===== config.mk =====
export PLATFORM = sky130hd
export DESIGN_NAME = time_set_ctrl
export DESIGN_NICKNAME = d
export VERILOG_FILES = /design/src/rtl/clock_pkg.sv /design/src/rtl/wrap_step.sv /design/src/rtl/time_set_ctrl.sv
export SDC_FILE = /design/constraint.sdc
export NUM_CORES = 1
export LEC_CHECK = 0
export ABC_AREA = 1
export CAP_MARGIN = 20
export CORE_MARGIN = 2
export CORE_UTILIZATION = 40
export CTS_BUF_LIST = sky130_fd_sc_hd__clkbuf_2
export DETAILED_ROUTE_END_ITERATION = 6
export SETUP_SLACK_MARGIN = 0.1
export SYNTH_ARGS = -nofsm -noshare
export SYNTH_HDL_FRONTEND = slang
export SYNTH_SLANG_ARGS = --single-unit

===== constraint.sdc =====
create_clock -name clk -period 3.2 [get_ports clk]
set_input_delay 0.96 -clock clk [delete_from_list [all_inputs] [get_ports clk]]
set_output_delay 0.96 -clock clk [all_outputs]
set_load 0.05 [all_outputs]

===== src/rtl/clock_pkg.sv =====
// Shared constants and types for the clock timekeeping / time-setting controller.
package clock_pkg;

    localparam int KEY_MODE = 0;
    localparam int KEY_SEL  = 1;
    localparam int KEY_INC  = 2;
    localparam int KEY_DEC  = 3;
    localparam int KEY_OK   = 4;

    localparam logic [1:0] FLD_HOUR = 2'd0;
    localparam logic [1:0] FLD_MIN  = 2'd1;
    localparam logic [1:0] FLD_SEC  = 2'd2;

    localparam int HOUR_MAX   = 23;
    localparam int MINSEC_MAX = 59;

    typedef enum logic {
        RUN = 1'b0,
        SET = 1'b1
    } state_t;

endpackage


===== src/rtl/wrap_step.sv =====
// Combinational single step (+1 or -1) over 0..MAX with wrap-around at either end.
module wrap_step #(
    parameter int W    = 6,
    parameter int MAX  = 59,
    parameter bit DOWN = 1'b0
) (
    input  logic [W-1:0] value,
    output logic [W-1:0] result
);

    localparam logic [W-1:0] TOP = W'(MAX);

    always_comb begin
        if (DOWN) result = (value == '0) ? TOP : value - W'(1);
        else      result = (value == TOP) ? '0 : value + W'(1);
    end

endmodule


===== src/rtl/time_set_ctrl.sv =====
// Live time with 1 s prescaler plus a shadow copy edited by key pulses in SET mode.
//   state | meaning
//   RUN   | display live time, only the mode key acts
//   SET   | display shadow time, keys edit / commit / cancel, selected field blinks
module time_set_ctrl
    import clock_pkg::*;
#(
    parameter int CLK_FREQ  = 50_000_000,
    parameter int BLINK_DIV = 12_500_000
) (
    input  logic       clk,
    input  logic       rst_n,
    input  logic [4:0] key_pulse,
    output logic [4:0] hour,
    output logic [5:0] minute,
    output logic [5:0] second,
    output logic       set_mode,
    output logic [1:0] field,
    output logic       blink,
    output logic       sec_tick
);

    localparam int PW = (CLK_FREQ > 1) ? $clog2(CLK_FREQ) : 1;
    localparam int BW = (BLINK_DIV > 1) ? $clog2(BLINK_DIV) : 1;
    localparam logic [PW-1:0] PRE_TC = PW'(CLK_FREQ - 1);
    localparam logic [BW-1:0] BLK_TC = BW'(BLINK_DIV - 1);
    localparam logic [5:0]    MS_TOP = 6'(MINSEC_MAX);

    state_t          state;
    logic [PW-1:0]   presc;
    logic [BW-1:0]   bcnt;
    logic [4:0]      lv_h, sh_h, nx_h, ed_h;
    logic [5:0]      lv_m, sh_m, nx_m, ed_m;
    logic [5:0]      lv_s, sh_s, nx_s, ed_s;
    logic [4:0]      lv_h_inc, sh_h_inc, sh_h_dec;
    logic [5:0]      lv_m_inc, sh_m_inc, sh_m_dec;
    logic [5:0]      lv_s_inc, sh_s_inc, sh_s_dec;
    logic            tick;
    logic            k_mode, k_ok, k_sel, k_inc, k_dec, any_key;

    wrap_step #(.W(5), .MAX(HOUR_MAX),   .DOWN(1'b0)) u_lv_h (.value(lv_h), .result(lv_h_inc));
    wrap_step #(.W(6), .MAX(MINSEC_MAX), .DOWN(1'b0)) u_lv_m (.value(lv_m), .result(lv_m_inc));
    wrap_step #(.W(6), .MAX(MINSEC_MAX), .DOWN(1'b0)) u_lv_s (.value(lv_s), .result(lv_s_inc));
    wrap_step #(.W(5), .MAX(HOUR_MAX),   .DOWN(1'b0)) u_hi   (.value(sh_h), .result(sh_h_inc));
    wrap_step #(.W(6), .MAX(MINSEC_MAX), .DOWN(1'b0)) u_mi   (.value(sh_m), .result(sh_m_inc));
    wrap_step #(.W(6), .MAX(MINSEC_MAX), .DOWN(1'b0)) u_si   (.value(sh_s), .result(sh_s_inc));
    wrap_step #(.W(5), .MAX(HOUR_MAX),   .DOWN(1'b1)) u_hd   (.value(sh_h), .result(sh_h_dec));
    wrap_step #(.W(6), .MAX(MINSEC_MAX), .DOWN(1'b1)) u_md   (.value(sh_m), .result(sh_m_dec));
    wrap_step #(.W(6), .MAX(MINSEC_MAX), .DOWN(1'b1)) u_sd   (.value(sh_s), .result(sh_s_dec));

    assign tick    = (presc == PRE_TC);
    assign any_key = |key_pulse;

    // Priority mode > ok > select > inc > dec; only the winner acts.
    assign k_mode = key_pulse[KEY_MODE];
    assign k_ok   = key_pulse[KEY_OK] & ~k_mode;
    assign k_sel  = key_pulse[KEY_SEL] & ~key_pulse[KEY_MODE] & ~key_pulse[KEY_OK];
    assign k_inc  = key_pulse[KEY_INC] & ~key_pulse[KEY_MODE] & ~key_pulse[KEY_OK]
                  & ~key_pulse[KEY_SEL];
    assign k_dec  = key_pulse[KEY_DEC] & ~key_pulse[KEY_MODE] & ~key_pulse[KEY_OK]
                  & ~key_pulse[KEY_SEL] & ~key_pulse[KEY_INC];

    always_comb begin
        nx_h = lv_h;
        nx_m = lv_m;
        nx_s = lv_s;
        if (tick) begin
            nx_s = lv_s_inc;
            if (lv_s == MS_TOP) begin
                nx_m = lv_m_inc;
                if (lv_m == MS_TOP) nx_h = lv_h_inc;
            end
        end
    end

    always_comb begin
        ed_h = sh_h;
        ed_m = sh_m;
        ed_s = sh_s;
        if (k_inc) begin
            case (field)
                FLD_HOUR: ed_h = sh_h_inc;
                FLD_MIN:  ed_m = sh_m_inc;
                default:  ed_s = sh_s_inc;
            endcase
        end else if (k_dec) begin
            case (field)
                FLD_HOUR: ed_h = sh_h_dec;
                FLD_MIN:  ed_m = sh_m_dec;
                default:  ed_s = sh_s_dec;
            endcase
        end
    end

    always_ff @(posedge clk or negedge rst_n) begin
        if (!rst_n) begin
            state    <= RUN;
            presc    <= '0;
            bcnt     <= '0;
            lv_h     <= '0;
            lv_m     <= '0;
            lv_s     <= '0;
            sh_h     <= '0;
            sh_m     <= '0;
            sh_s     <= '0;
            hour     <= '0;
            minute   <= '0;
            second   <= '0;
            set_mode <= 1'b0;
            field    <= FLD_HOUR;
            blink    <= 1'b0;
            sec_tick <= 1'b0;
        end else begin
            sec_tick <= tick;
            presc    <= tick ? '0 : presc + PW'(1);
            lv_h     <= nx_h;
            lv_m     <= nx_m;
            lv_s     <= nx_s;
            case (state)
                RUN: begin
                    blink  <= 1'b0;
                    bcnt   <= '0;
                    hour   <= nx_h;
                    minute <= nx_m;
                    second <= nx_s;
                    if (k_mode) begin
                        state    <= SET;
                        set_mode <= 1'b1;
                        field    <= FLD_HOUR;
                        sh_h     <= nx_h;
                        sh_m     <= nx_m;
                        sh_s     <= nx_s;
                    end
                end
                SET: begin
                    if (k_mode) begin
                        state    <= RUN;
                        set_mode <= 1'b0;
                        blink    <= 1'b0;
                        bcnt     <= '0;
                        hour     <= nx_h;
                        minute   <= nx_m;
                        second   <= nx_s;
                    end else if (k_ok) begin
                        // Commit overrides any tick landing this cycle and restarts the second.
                        state    <= RUN;
                        set_mode <= 1'b0;
                        blink    <= 1'b0;
                        bcnt     <= '0;
                        presc    <= '0;
                        lv_h     <= sh_h;
                        lv_m     <= sh_m;
                        lv_s     <= sh_s;
                        hour     <= sh_h;
                        minute   <= sh_m;
                        second   <= sh_s;
                    end else begin
                        sh_h   <= ed_h;
                        sh_m   <= ed_m;
                        sh_s   <= ed_s;
                        hour   <= ed_h;
                        minute <= ed_m;
                        second <= ed_s;
                        if (any_key) begin
                            blink <= 1'b0;
                            bcnt  <= '0;
                        end else if (bcnt == BLK_TC) begin
                            blink <= ~blink;
                            bcnt  <= '0;
                        end else begin
                            bcnt <= bcnt + BW'(1);
                        end
                        if (k_sel) field <= (field == FLD_SEC) ? FLD_HOUR : field + 2'd1;
                    end
                end
            endcase
        end
    end

endmodule


==> results.md <==
* Post-CTS Resized at 1
* Worst Hold Class: in2async
* Maxcap violations at 0
* Setup crit end: field[0]
* Commonest cells in the netlist: nand2_1 (274), dfrtp_1 (107), nand3_1 (106)
* DP HPWL at roughly 13,000 um
* Hold slack at approximately 0.18 ns
* PortBufs at 28
* Number of fill cells at 1,745
* Crit path max fanout at 4
* Count of endpoints failing setup in the final report at 0
* IO Pins at 29
* Run status: completed
* Cell Rows at 48
* CP max-delay cell: clkdlybuf4s50_1
* Residual DRC at 0
* Switching Share at 47.2%
* First-pass DRT Iterations at 4
* Final setup margin at 0.284 ns
* Vias in the first global route at 5,813
* Share of layout cells above drive strength 1 at about 8.5%
* WL/cell at ~14 um
* Worst setup SP type: flop
* Worst-path clk slew at ~0.33 ns
* Register cell area after layout at between 0.002 and 0.003 mm^2
* Most frequent cell after synthesis: nand2_1
* Multi-input gate area at 0.00379 mm^2
* Synthesized area at roughly 0.007 mm^2
* Main synth FF type: dfrtp_1
* Remaining Overflow, GRT at 0
* Crit-path max cell delay at a little over 0.8 ns
* Fin Setup TNS at 0 ns
* Routed vias/inst at between 5 and 6
* Slew of the pin with the lowest slew margin at roughly 0.55 ns
* Die Area at ~0.019 mm^2
* CTS tree: done
* Leak at 0.00352 uW
* Pins over their slew limit at 0
* Sequential power share at a little over two fifths
* Yosys warnings at 0
* Number of synthesized flops with an enable pin at 0
* DP Cell Count at 1,250
* First-pass GRT wire length at a little under 30,000 um
* Post-Syn Instances at just over 1,000
* R2r startpoint: presc[0]
* Top Family by Delay on Critical Path: buffers and inverters
* Crit path required time at 2.24 ns
* Pin count of the biggest net entering global routing at 49
* Slew HR at a little under two thirds
* Reg2Reg Depth at 10
* Post-synth cell types at between 40 and 50
* Area leader, netlist: dfrtp_1
* Peak supply drop at 0.458 mV
* Die Wd at ~140 um
* Logic pwr share at 43.3%
* Nets@finish at between 1,000 and 1,500
* Cell Int Power at 2430 uW
* Layout Cells excl Fill at around 1,300
* Post-Synthesis Mean Instance Area at between 6 and 7 um^2
* Worst setup path category: reg2out
* CTS Hold Bufs at 0
* Post-synthesis sequential area ratio at a little under two fifths
* Psw at about 2200 uW
* Clk sinks at approximately 110
* Yosys top cell area share at between 30% and 40%
* Asr flop ratio synth at 100%
* Setup crit start: field[0]
* H-tree Lvls at 3
* Cts bufs inserted at 9
* DR vias at ~6,500
* Area added between synthesis and finish at 9.47%
* Endpoint class of the critical path: output port
* Clock latency on the worst-skew pair at around 0.67 ns
* Skew final at 0.0390 ns
* R2R setup slack at approximately 1.2 ns
* Die Y at ~140 um
* Initial antenna violation count at 1
* Buf+Inv Stages, Crit Path at 1
* Post-Syn Nets at between 1,000 and 1,500
* Final WL at ~18,000 um
* Setup repair bufs after CTS at 0
* Instance count on the critical path at 1
* Final antenna-violating net count at 0
* Post-place setup slack at ~0.35 ns
* Pwr Density at ~600 mW/mm^2
* Top post-synthesis cells by area: dfrtp_1 (38%), nand2_1 (15%), nand3_1 (7.5%)
* Total Routing Usage GR at about a fifth
* Core area at about 0.017 mm^2
* R2R Path End: sh_m[0]
* Count of final hold-check violations at 0
* Post-synthesis register bit count at ~110
* 1st-iter DRT viols at 476
* RePlAce Congestion at 0.912
* CTS Buffer Depth at 2
* WP data arrival at around 2.0 ns
* Clock group share of total power at 13.8%
* RSZ-0062 raised after global routing: no
* Tcrit/Tclk final at 91.1%
* Root Driver: clkbuf_2
* Crit-path cells: clkdlybuf4s50_1
* Post-layout minimum cycle time at slightly below 3 ns
* Initial Util at about two fifths
* Fmax at between 300 and 400 MHz
## metrics by stage
| stage | instance area, um^2 | power, uW | util (%) |
|---|---|---|---|
| CTS | 7700 | 4630 | 44.7 |
| global route | 7710 | 4980 | 44.7 |
| floorplan | 7040 | 3400 | - |
| detailed placement | 7600 | 3990 | 44.1 |
| finish | 7710 | 4600 | 44.7 |
| global placement | 7600 | 3980 | 44.1 |
## how the worst min path moves through the flow
stage                      to  slack [ns]
finish              presc[14]        0.18
global route          lv_s[2]        0.18
CTS                 presc[14]        0.19
detailed placement    bcnt[0]        0.45
global placement      bcnt[0]        0.45
floorplan             bcnt[0]        0.43
## cell usage in the layout (no fill, tap or decap), types with 3 or more instances in the layout
master and count:
a21oi_1 29, a31oi_1 14, buf_4 17, clkbuf_2 9
clkdlybuf4s50_1 26, clkinv_4 4, dfrtp_1 107, ha_1 15
inv_1 103, inv_2 8, nand2_1 274, nand2_2 12
nand3_1 106, nand3_2 7, nand4_1 32, nor2_1 99
nor2_2 11, nor2_4 7, nor3_1 23, nor3_2 3
nor3b_1 5, nor4_1 3, o211ai_1 6, o21a_1 11
o21ai_0 63, o21ai_1 10, or2_2 3, xnor2_1 6
xor2_1 10
## logic make-up after synthesis
family | share of synthesized area, %
flops | 38.0
simple gates | 38.0
compound gates | 11.1
buf+inv | 8.14
xor+xnor | 1.99
fa+ha+maj | 2.67
## layout make-up
type	count	share of cell area [%]
Multi-Input combinational cell	759	49.2
Sequential cell	107	34.7
Inverter	114	5.60
Timing Repair Buffer	45	5.41
Tap cell	225	3.65
Clock inverter	7	0.812
Clock buffer	9	0.585
Antenna cell	1	0.0325
## state kept, by name, indices dropped and copies added, names as in the netlist
register,count
bcnt,24
blink,1
field,2
hour,5
lv_h,5
lv_m,6
lv_s,6
minute,6
presc,26
sec_tick,1
second,6
set_mode,1
sh_h,5
sh_m,6
sh_s,6
state,1
## layer usage
| layer | up-vias | track usage (%) | part of all wire, % |
|---|---|---|---|
| met2 | 132 | 29.9 | 45 |
| li1 | 3360 | - | - |
| met5 | - | 0 | 0 |
| met4 | 0 | 6.25 | 1.4 |
| met1 | 2995 | 28.7 | 50 |
| met3 | 18 | 2.89 | 3.8 |
## power by group through the flow
stage          clock network, uW  logic [uW]  registers, uW
5_1_grt                      710        2240           2030
2_1_floorplan                  0        1190           2200
4_1_cts                      658        2000           1970
6_report                     635        1990           1980
3_5_place_dp                   0        1990           2000
3_3_place_gp                   0        1980           2000
(Power assumes the default switching activity.)
